### config.mk
export PLATFORM = sky130hd
export DESIGN_NAME = instruction_fetch_unit
export DESIGN_NICKNAME = d
export VERILOG_FILES = /design/src/rtl/instruction_fetch_unit.sv
export SDC_FILE = /design/constraint.sdc
export NUM_CORES = 1
export LEC_CHECK = 0
export CELL_PAD_IN_SITES_DETAIL_PLACEMENT = 1
export CELL_PAD_IN_SITES_GLOBAL_PLACEMENT = 2
export CORE_AREA = 10 10 109 111
export CTS_CLUSTER_DIAMETER = 80
export DETAILED_ROUTE_END_ITERATION = 8
export DIE_AREA = 0 0 119 121
export HOLD_SLACK_MARGIN = 0.02
export PLACE_DENSITY = 0.73
export SYNTH_ARGS = -nofsm -noshare
export SYNTH_HDL_FRONTEND = slang
export SYNTH_SLANG_ARGS = --single-unit
### constraint.sdc
create_clock -name input_Clock -period 2.7 [get_ports input_Clock]
set_clock_uncertainty 0.05 [all_clocks]
set_input_delay 0.675 -clock input_Clock [delete_from_list [all_inputs] [get_ports input_Clock]]
set_output_delay 0.675 -clock input_Clock [all_outputs]
set_load 0.01 [all_outputs]
### src/rtl/instruction_fetch_unit.sv
// Instruction fetch: owns the PC, fetches 8-bit words from ROM,
// splits them into fields and hands them to decode via valid/ready.
module instruction_fetch_unit #(
   parameter int PC_WIDTH = 8,
   parameter int MAX_WAIT = 4
) (
   input  logic                input_Clock,
   input  logic                input_Reset_n,
   input  logic                input_Enable,
   output logic                output_MemReq,
   output logic [PC_WIDTH-1:0] output_MemAddr,
   input  logic                input_MemValid,
   input  logic [7:0]          input_MemData,
   output logic                output_InstrValid,
   input  logic                input_InstrReady,
   output logic [1:0]          output_Operator,
   output logic [1:0]          output_Rs,
   output logic [1:0]          output_Rt,
   output logic [1:0]          output_Rd,
   output logic [PC_WIDTH-1:0] output_Imm,
   output logic [PC_WIDTH-1:0] output_PC,
   input  logic                input_BranchDone,
   input  logic                input_BranchTaken,
   output logic                output_Fault,
   output logic [15:0]         output_InstrCount
);

   typedef enum logic [2:0] {
      S_IDLE,
      S_FETCH,
      S_WAIT,
      S_ISSUE,
      S_BRANCH,
      S_FAULT
   } state_t;

   localparam logic [3:0] WAIT_LAST = 4'(MAX_WAIT - 1);
   localparam logic [PC_WIDTH-1:0] PC_ONE = PC_WIDTH'(1);

   state_t              state_q, state_d;
   logic [PC_WIDTH-1:0] pc_q, pc_d;
   logic [7:0]          ir_q, ir_d;
   logic [3:0]          wait_q, wait_d;
   logic [15:0]         cnt_q, cnt_d;
   logic [PC_WIDTH-1:0] imm;
   logic [PC_WIDTH-1:0] pc_next;

   assign imm     = {{(PC_WIDTH-2){ir_q[1]}}, ir_q[1:0]};
   assign pc_next = pc_q + PC_ONE;

   always_ff @(posedge input_Clock or negedge input_Reset_n) begin
      if (!input_Reset_n) begin
         state_q <= S_IDLE;
         pc_q    <= '0;
         ir_q    <= '0;
         wait_q  <= '0;
         cnt_q   <= '0;
      end else begin
         state_q <= state_d;
         pc_q    <= pc_d;
         ir_q    <= ir_d;
         wait_q  <= wait_d;
         cnt_q   <= cnt_d;
      end
   end

   always_comb begin
      state_d = state_q;
      pc_d    = pc_q;
      ir_d    = ir_q;
      wait_d  = wait_q;
      cnt_d   = cnt_q;
      unique case (state_q)
         S_IDLE: begin
            if (input_Enable) state_d = S_FETCH;
         end
         S_FETCH: begin
            wait_d  = '0;
            state_d = S_WAIT;
         end
         S_WAIT: begin
            // a response on the last allowed cycle beats the timeout
            if (input_MemValid) begin
               ir_d    = input_MemData;
               state_d = S_ISSUE;
            end else begin
               wait_d = wait_q + 4'd1;
               if (wait_q + 4'd1 == WAIT_LAST) state_d = S_FAULT;
            end
         end
         S_ISSUE: begin
            if (input_InstrReady) begin
               cnt_d = cnt_q + 16'd1;
               if (ir_q[7:6] == 2'b11) begin
                  state_d = S_BRANCH;
               end else begin
                  pc_d    = pc_next;
                  state_d = input_Enable ? S_FETCH : S_IDLE;
               end
            end
         end
         S_BRANCH: begin
            if (input_BranchDone) begin
               pc_d    = input_BranchTaken ? pc_next + imm : pc_next;
               state_d = input_Enable ? S_FETCH : S_IDLE;
            end
         end
         S_FAULT: state_d = S_FAULT;
         default: state_d = S_IDLE;
      endcase
   end

   assign output_MemReq     = (state_q == S_FETCH);
   assign output_InstrValid = (state_q == S_ISSUE);
   assign output_Fault      = (state_q == S_FAULT);
   assign output_MemAddr    = pc_q;
   assign output_PC         = pc_q;
   assign output_Operator   = ir_q[7:6];
   assign output_Rs         = ir_q[5:4];
   assign output_Rt         = ir_q[3:2];
   assign output_Rd         = ir_q[1:0];
   assign output_Imm        = imm;
   assign output_InstrCount = cnt_q;

endmodule

# After elaboration in Yosys (flattened, before gate mapping)
# Index checks and enable logic that the tools add are counted.
# word_totals
ramBits	0
latchBits	0
rom_bits	0
word_cells	45
memories	0
register_bits	39
in_bits	15
out_inout_bits	51
# op_classes
n_bitwise	0
n_reduce_logical	8
n_lt_le_gt_ge	0
mux	15
addsub	4
n_eq_ne	13
n_shift	0
n_div	0
n_mul	0
# ops
op	count
2-to-1 mux 8 bit	4
2-to-1 mux 3 bit	6
case mux 3 bit (6 select lines)	1
adder 16 x 1 -> 16 bit, second input constant	1
case mux 8 bit (2 select lines)	1
adder 8 x 1 -> 8 bit, second input constant	1
adder 8 bit	1
inequality test 2 bit, second input constant	4
case mux 4 bit (2 select lines)	1
AND reduction 4 bit	2
equality test 3 x 2 -> 1 bit, second input constant	2
equality test 3 bit, second input constant	2
AND reduction 2 bit	3
adder 4 x 1 -> 4 bit, second input constant	1
equality test 4 x 2 -> 1 bit, second input constant	1
2-to-1 mux 4 bit	1
nonzero test 2 bit	2
equality test 3 x 1 -> 1 bit, second input constant	1
logical NOT 3 bit	1
inequality test 3 bit, second input constant	1
equality test 2 bit, second input constant	1
inequality test 2 x 1 -> 1 bit, second input constant	1
2-to-1 mux 1 bit	1

# Logic depth before layout (Yosys ltp)
# Gate-level depths: netlist (run 1).
# depth
word_depth	5
ltp_mapped	11

# Least setup slack after synthesis (run 1)
# No wires, ideal clock.
# synth_path
path_type	input-to-reg
startpoint	in output_MemAddr[1]
endpoint	reg pc_q[7] (netlist: output_MemAddr[7])
arrival_time_ns	2.416
setup_ns	0.145
setup_slack_ns	0.089
stages	11
t_required_ns	2.505
cell_sequence	dfrtp_1 > ha_1 > nand3_1 > xnor2_1 > ha_1 > a21oi_1 > o21ai_1 > and4b_1 > o31a_1 > a2111oi_2 > o311ai_1
# synth_via
elab_chain_len	5
# synth_lines
element	line_no	source
start: declaration	11	output logic [PC_WIDTH-1:0] output_MemAddr,
adder 8 x 1 -> 8 bit *	49	assign pc_next = pc_q + PC_ONE;
adder 8 bit	104	pc_d = input_BranchTaken ? pc_next + imm : pc_next;
2-to-1 mux 8 bit	104	
2-to-1 mux 8 bit	103	if (input_BranchDone) begin
case mux 8 bit (2 select lines) *	73	unique case (state_q)
end signal: assignment	60	pc_q <= pc_d;
end: declaration	41	logic [PC_WIDTH-1:0] pc_q, pc_d;
# Every way passes the cells marked *; elsewhere a longest branch is shown, timed or not. The select of a mux whose other input is x is not followed.
# A chain may end at the register's enable or synchronous reset.

# Final worst setup path (run 1)
# Ends and elaborated chain as after synthesis.

==> metrics.md, run 1 <==
| Metric | Value |
|---|---|
| Share of flip-flops with an asynchronous set or reset after synthesis | `100%` |
| Combinational family with the most area after synthesis | `simple AND/OR/NAND/NOR gates` |
| Final total power | `4.30 mW` |
| Iter 0 DRT Violations | `50` |
| P per Cell Area | `1230 nW/um^2` |
| Max Cap Violations | `0` |
| Number of antenna violations at the first check in global routing | `0` |
| DIE AREA | `14400 um^2` |
| Count of pins over their slew limit | `0` |
| Mux contribution to synthesized area | `4.51%` |
| Count of unresolved DRC violations after routing | `0` |
| Routed length per instance | `16.0 um` |
| Sort of element at the end of the critical path | `flop` |
| Number of fill cells in the layout | `1118` |
| Wire length reported by the detailed router | `7.47 mm` |
| Final hold violation count | `0` |
| Total of warnings raised by yosys | `0` |
| Fraction of the mapped netlist area in adder cells | `6.89%` |
| Total Routing Usage GR | `10.4%` |
| Source-to-sink clock delay at the later pin of the worst-skew pair | `0.29 ns` |
| Tightest hold margin | `0.272 ns` |
| Avg Inst Size Synth | `9.46 um^2` |
| Clk Tree Root Cell | `clkbuf_8` |
| Leading post-synthesis cells by cell area | `dfrtp_1 40%, ha_1 6.1%, xnor2_1 5.7%` |
| Sequential area share after synthesis | `39.5%` |
| Cell with the most instances after synthesis | `dfrtp_1` |
| Wire length of the first global-routing pass | `12.4 mm` |
| Die extent in y | `121 um` |
| Max H-tree Level | `2` |
| Top cells by count, synth | `39 x dfrtp_1, 22 x nand2_1, 20 x nor2_1, 18 x a21oi_1` |
| Sort of element at the start of the critical path | `flop` |
| RSZ-0062 raised after global routing | `true` |
| Share of the clock period used by the worst path | `93.9%` |
| Die X | `119 um` |
| VDD IR-drop max | `0.398 mV` |
| Final Net Count | `361` |
| Max Buffers Root-to-Sink | `2` |
| Sinks on Clock Net | `39` |
| Final Wtd Congestion | `0.762` |
| Initial standard-cell utilization of the core | `25.6%` |
| CTS tree | `done` |
| Largest area contributor in the netlist | `dfrtp_1` |
| Post-layout minimum cycle time | `2.53 ns` |
| Share of Yosys cell area claimed by the top area cell type | `39.5%` |
| Data required time at the worst endpoint | `2.81 ns` |
| Total grt overflow | `0` |
| Avg Vias per Cell | `4.60` |
| Number of standard cells after synthesis | `261` |
| Number of nets produced by synthesis | `289` |
| Num ports | `66` |
| Inserted Clock Buffers | `5` |
| First-pass DRT Iterations | `4` |
| Count of distinct cell types in the synthesized netlist | `49` |
| Clk pin slew, worst setup/hold paths | `0.09 ns` |
| Worst relative slew slack | `33.0%` |
| Worst Path Max Fanout | `5` |
| Routed via count | `2148` |
| Post-Syn Area | `2470 um^2` |
| Number of buffers inserted by port buffering | `65` |
| Pin count of the biggest net entering global routing | `20` |
| Top FF cell, synth | `dfrtp_1` |
| Post-synthesis simple-gate area fraction | `18.7%` |
| #FFs+latches synth | `39` |
| Synth Area in Compound Gates | `13.7%` |
| Antenna Violating Nets Remaining | `0` |
| Classification of the worst setup path | `flop to flop` |
| Slew at the pin with the worst max-slew slack | `1.00 ns` |
| Final Setup Violations | `0` |
| Utilization after layout | `36.2%` |
| Detailed Place HPWL | `5.83 mm` |
| Total negative slack | `0 ns` |
| Share of final-layout standard cells stronger than drive strength 1 | `18.0%` |
| Area delta synth->final | `41.2%` |
| Vias in the first global route | `2354` |
| Number of flops mapped to enable cells by yosys | `0` |
| Status | `finished, final reports clean` |
| Maximum clock rate | `0.395 GHz` |
| Xor/xnor share of the synthesized area | `8.87%` |
| Core ar. | `9640 um^2` |
| Worst Path Arrival | `2.64 ns` |
| N_diodes | `0` |
| Leakage power | `1.45 nW` |
| Site Rows | `36` |
| Hold WC Path Type | `input port to asynchronous set/reset pin` |
==> per-stage QoR <==
| step | instance area, um^2 | setup WS (ns) | cells |
|---|---|---|---|
| 5_1_grt | 3490 | -0.00808 | 467 |
| 6_report | 3490 | 0.166 | 467 |
| 4_1_cts | 3420 | 0.00511 | 464 |
| 3_5_place_dp | 3250 | -0.140 | 453 |
| 2_1_floorplan | 2470 | 0.0889 | 261 |
| 3_3_place_gp | 3250 | 0.0108 | 453 |
==> state kept, by name (all words and copies together) (netlist names) <==
register / flops
output_MemAddr: 8
wait_q: 4
state_q: 3
ir_q: 8
output_InstrCount: 16
==> layer usage <==
| layer | vias to the layer above | wire [um] | share of wire (%) | GRT usage [%] |
|---|---|---|---|---|
| li1 | 1053 | - | - | - |
| met5 | - | 0 | 0 | 0 |
| met1 | 1048 | 3230 | 43 | 12.0 |
| met2 | 45 | 3750 | 50 | 18.2 |
| met3 | 2 | 457 | 6.1 | 3.63 |
| met4 | 0 | 25 | 0.33 | 1.83 |
==> cell type report <==
type / count / area, um^2 / area share [%]
multi-input cells: 192 / 1380 / 39.6
flip-flops and latches: 39 / 980 / 28.1
repair buffers: 89 / 826 / 23.7
well taps: 133 / 166 / 4.77
clock buffers: 5 / 68.8 / 1.97
clock inverters: 3 / 43.8 / 1.26
inverters: 6 / 22.5 / 0.646
==> layout by cell type, fill, tap and decap left out, drive strengths merged, types with 2 or more instances in the layout <==
cell type / netlist / routed
clkdlybuf4s50: 0 / 64
dfrtp: 39 / 39
buf: 22 / 25
nand2: 22 / 22
nor2: 20 / 20
a21oi: 18 / 18
xnor2: 16 / 16
o21ai: 14 / 14
nand3: 13 / 13
ha: 12 / 12
xor2: 9 / 9
mux2: 9 / 9
nor3: 7 / 7
inv: 6 / 6
and3: 6 / 6
clkbuf: 2 / 5
nand4: 4 / 4
a21o: 3 / 3
nor3b: 3 / 3
nand2b: 2 / 2
or2: 2 / 2
nor2b: 2 / 2
o211ai: 2 / 2
o31ai: 2 / 2
a22o: 2 / 2
a31oi: 2 / 2
and4b: 2 / 2
a211oi: 2 / 2
o311ai: 2 / 2
clkinv: 0 / 2
==> cells by family after synthesis <==
logic type / after synthesis
simple gates: 90
compound gates: 54
flops: 39
buf+inv: 30
xor+xnor: 25
fa+ha+maj: 13
mux: 10
==> path summary, 6_finish.rpt <==
path,start,cells after the start,slack (ns),endpoint
worst max-delay path,output_MemAddr[1],10,0.17,output_MemAddr[7]
worst min-delay path,input_Reset_n,1,0.27,output_InstrCount[9]
worst max register to register,output_MemAddr[1],10,0.17,output_MemAddr[7]
worst min register to register,output_InstrCount[15],1,0.43,output_InstrCount[15]
max in group asynchronous,input_Reset_n,2,1.77,output_MemAddr[0]
min in group input_Clock,output_InstrCount[15],1,0.43,output_InstrCount[15]
==> power breakdown <==
group	leakage, nW	switching, mW	internal (mW)
logic	0.905	1.35	1.44
registers	0.485	0.233	0.772
clock network	0.0581	0.228	0.276
total	1.45	1.81	2.49
==> what timing repair did <==
action,4_1_cts,5_1_grt
hold buffers,0,0
gates resized for setup,7,10
pin swaps,1,7
setup endpoints to repair,1,2
buffers inserted,3,3
==> worst max-delay path, stage by stage (launching register included) <==
cell and delay (ns):
dfrtp_1 0.44, ha_4 0.19, nand3_1 0.12, xnor2_2 0.25
ha_4 0.25, a21oi_2 0.14, o21ai_2 0.09, and4b_1 0.21
o31a_1 0.28, a2111oi_4 0.21, o311ai_2 0.15
No activity file was read; power rests on OpenSTA's default activity.
==> inputs of run 2 (changes only) <==
--- a/config.mk
+++ b/config.mk
@@ -5,6 +5,7 @@
 export SDC_FILE = /design/constraint.sdc
 export NUM_CORES = 1
 export LEC_CHECK = 0
+export ABC_CLOCK_PERIOD_IN_PS = 2700
 export CELL_PAD_IN_SITES_DETAIL_PLACEMENT = 1
 export CELL_PAD_IN_SITES_GLOBAL_PLACEMENT = 2
 export CORE_AREA = 10 10 109 111
==> results of run 2 <==
The final DEF is identical to that of run 1; final timing and power are the same.
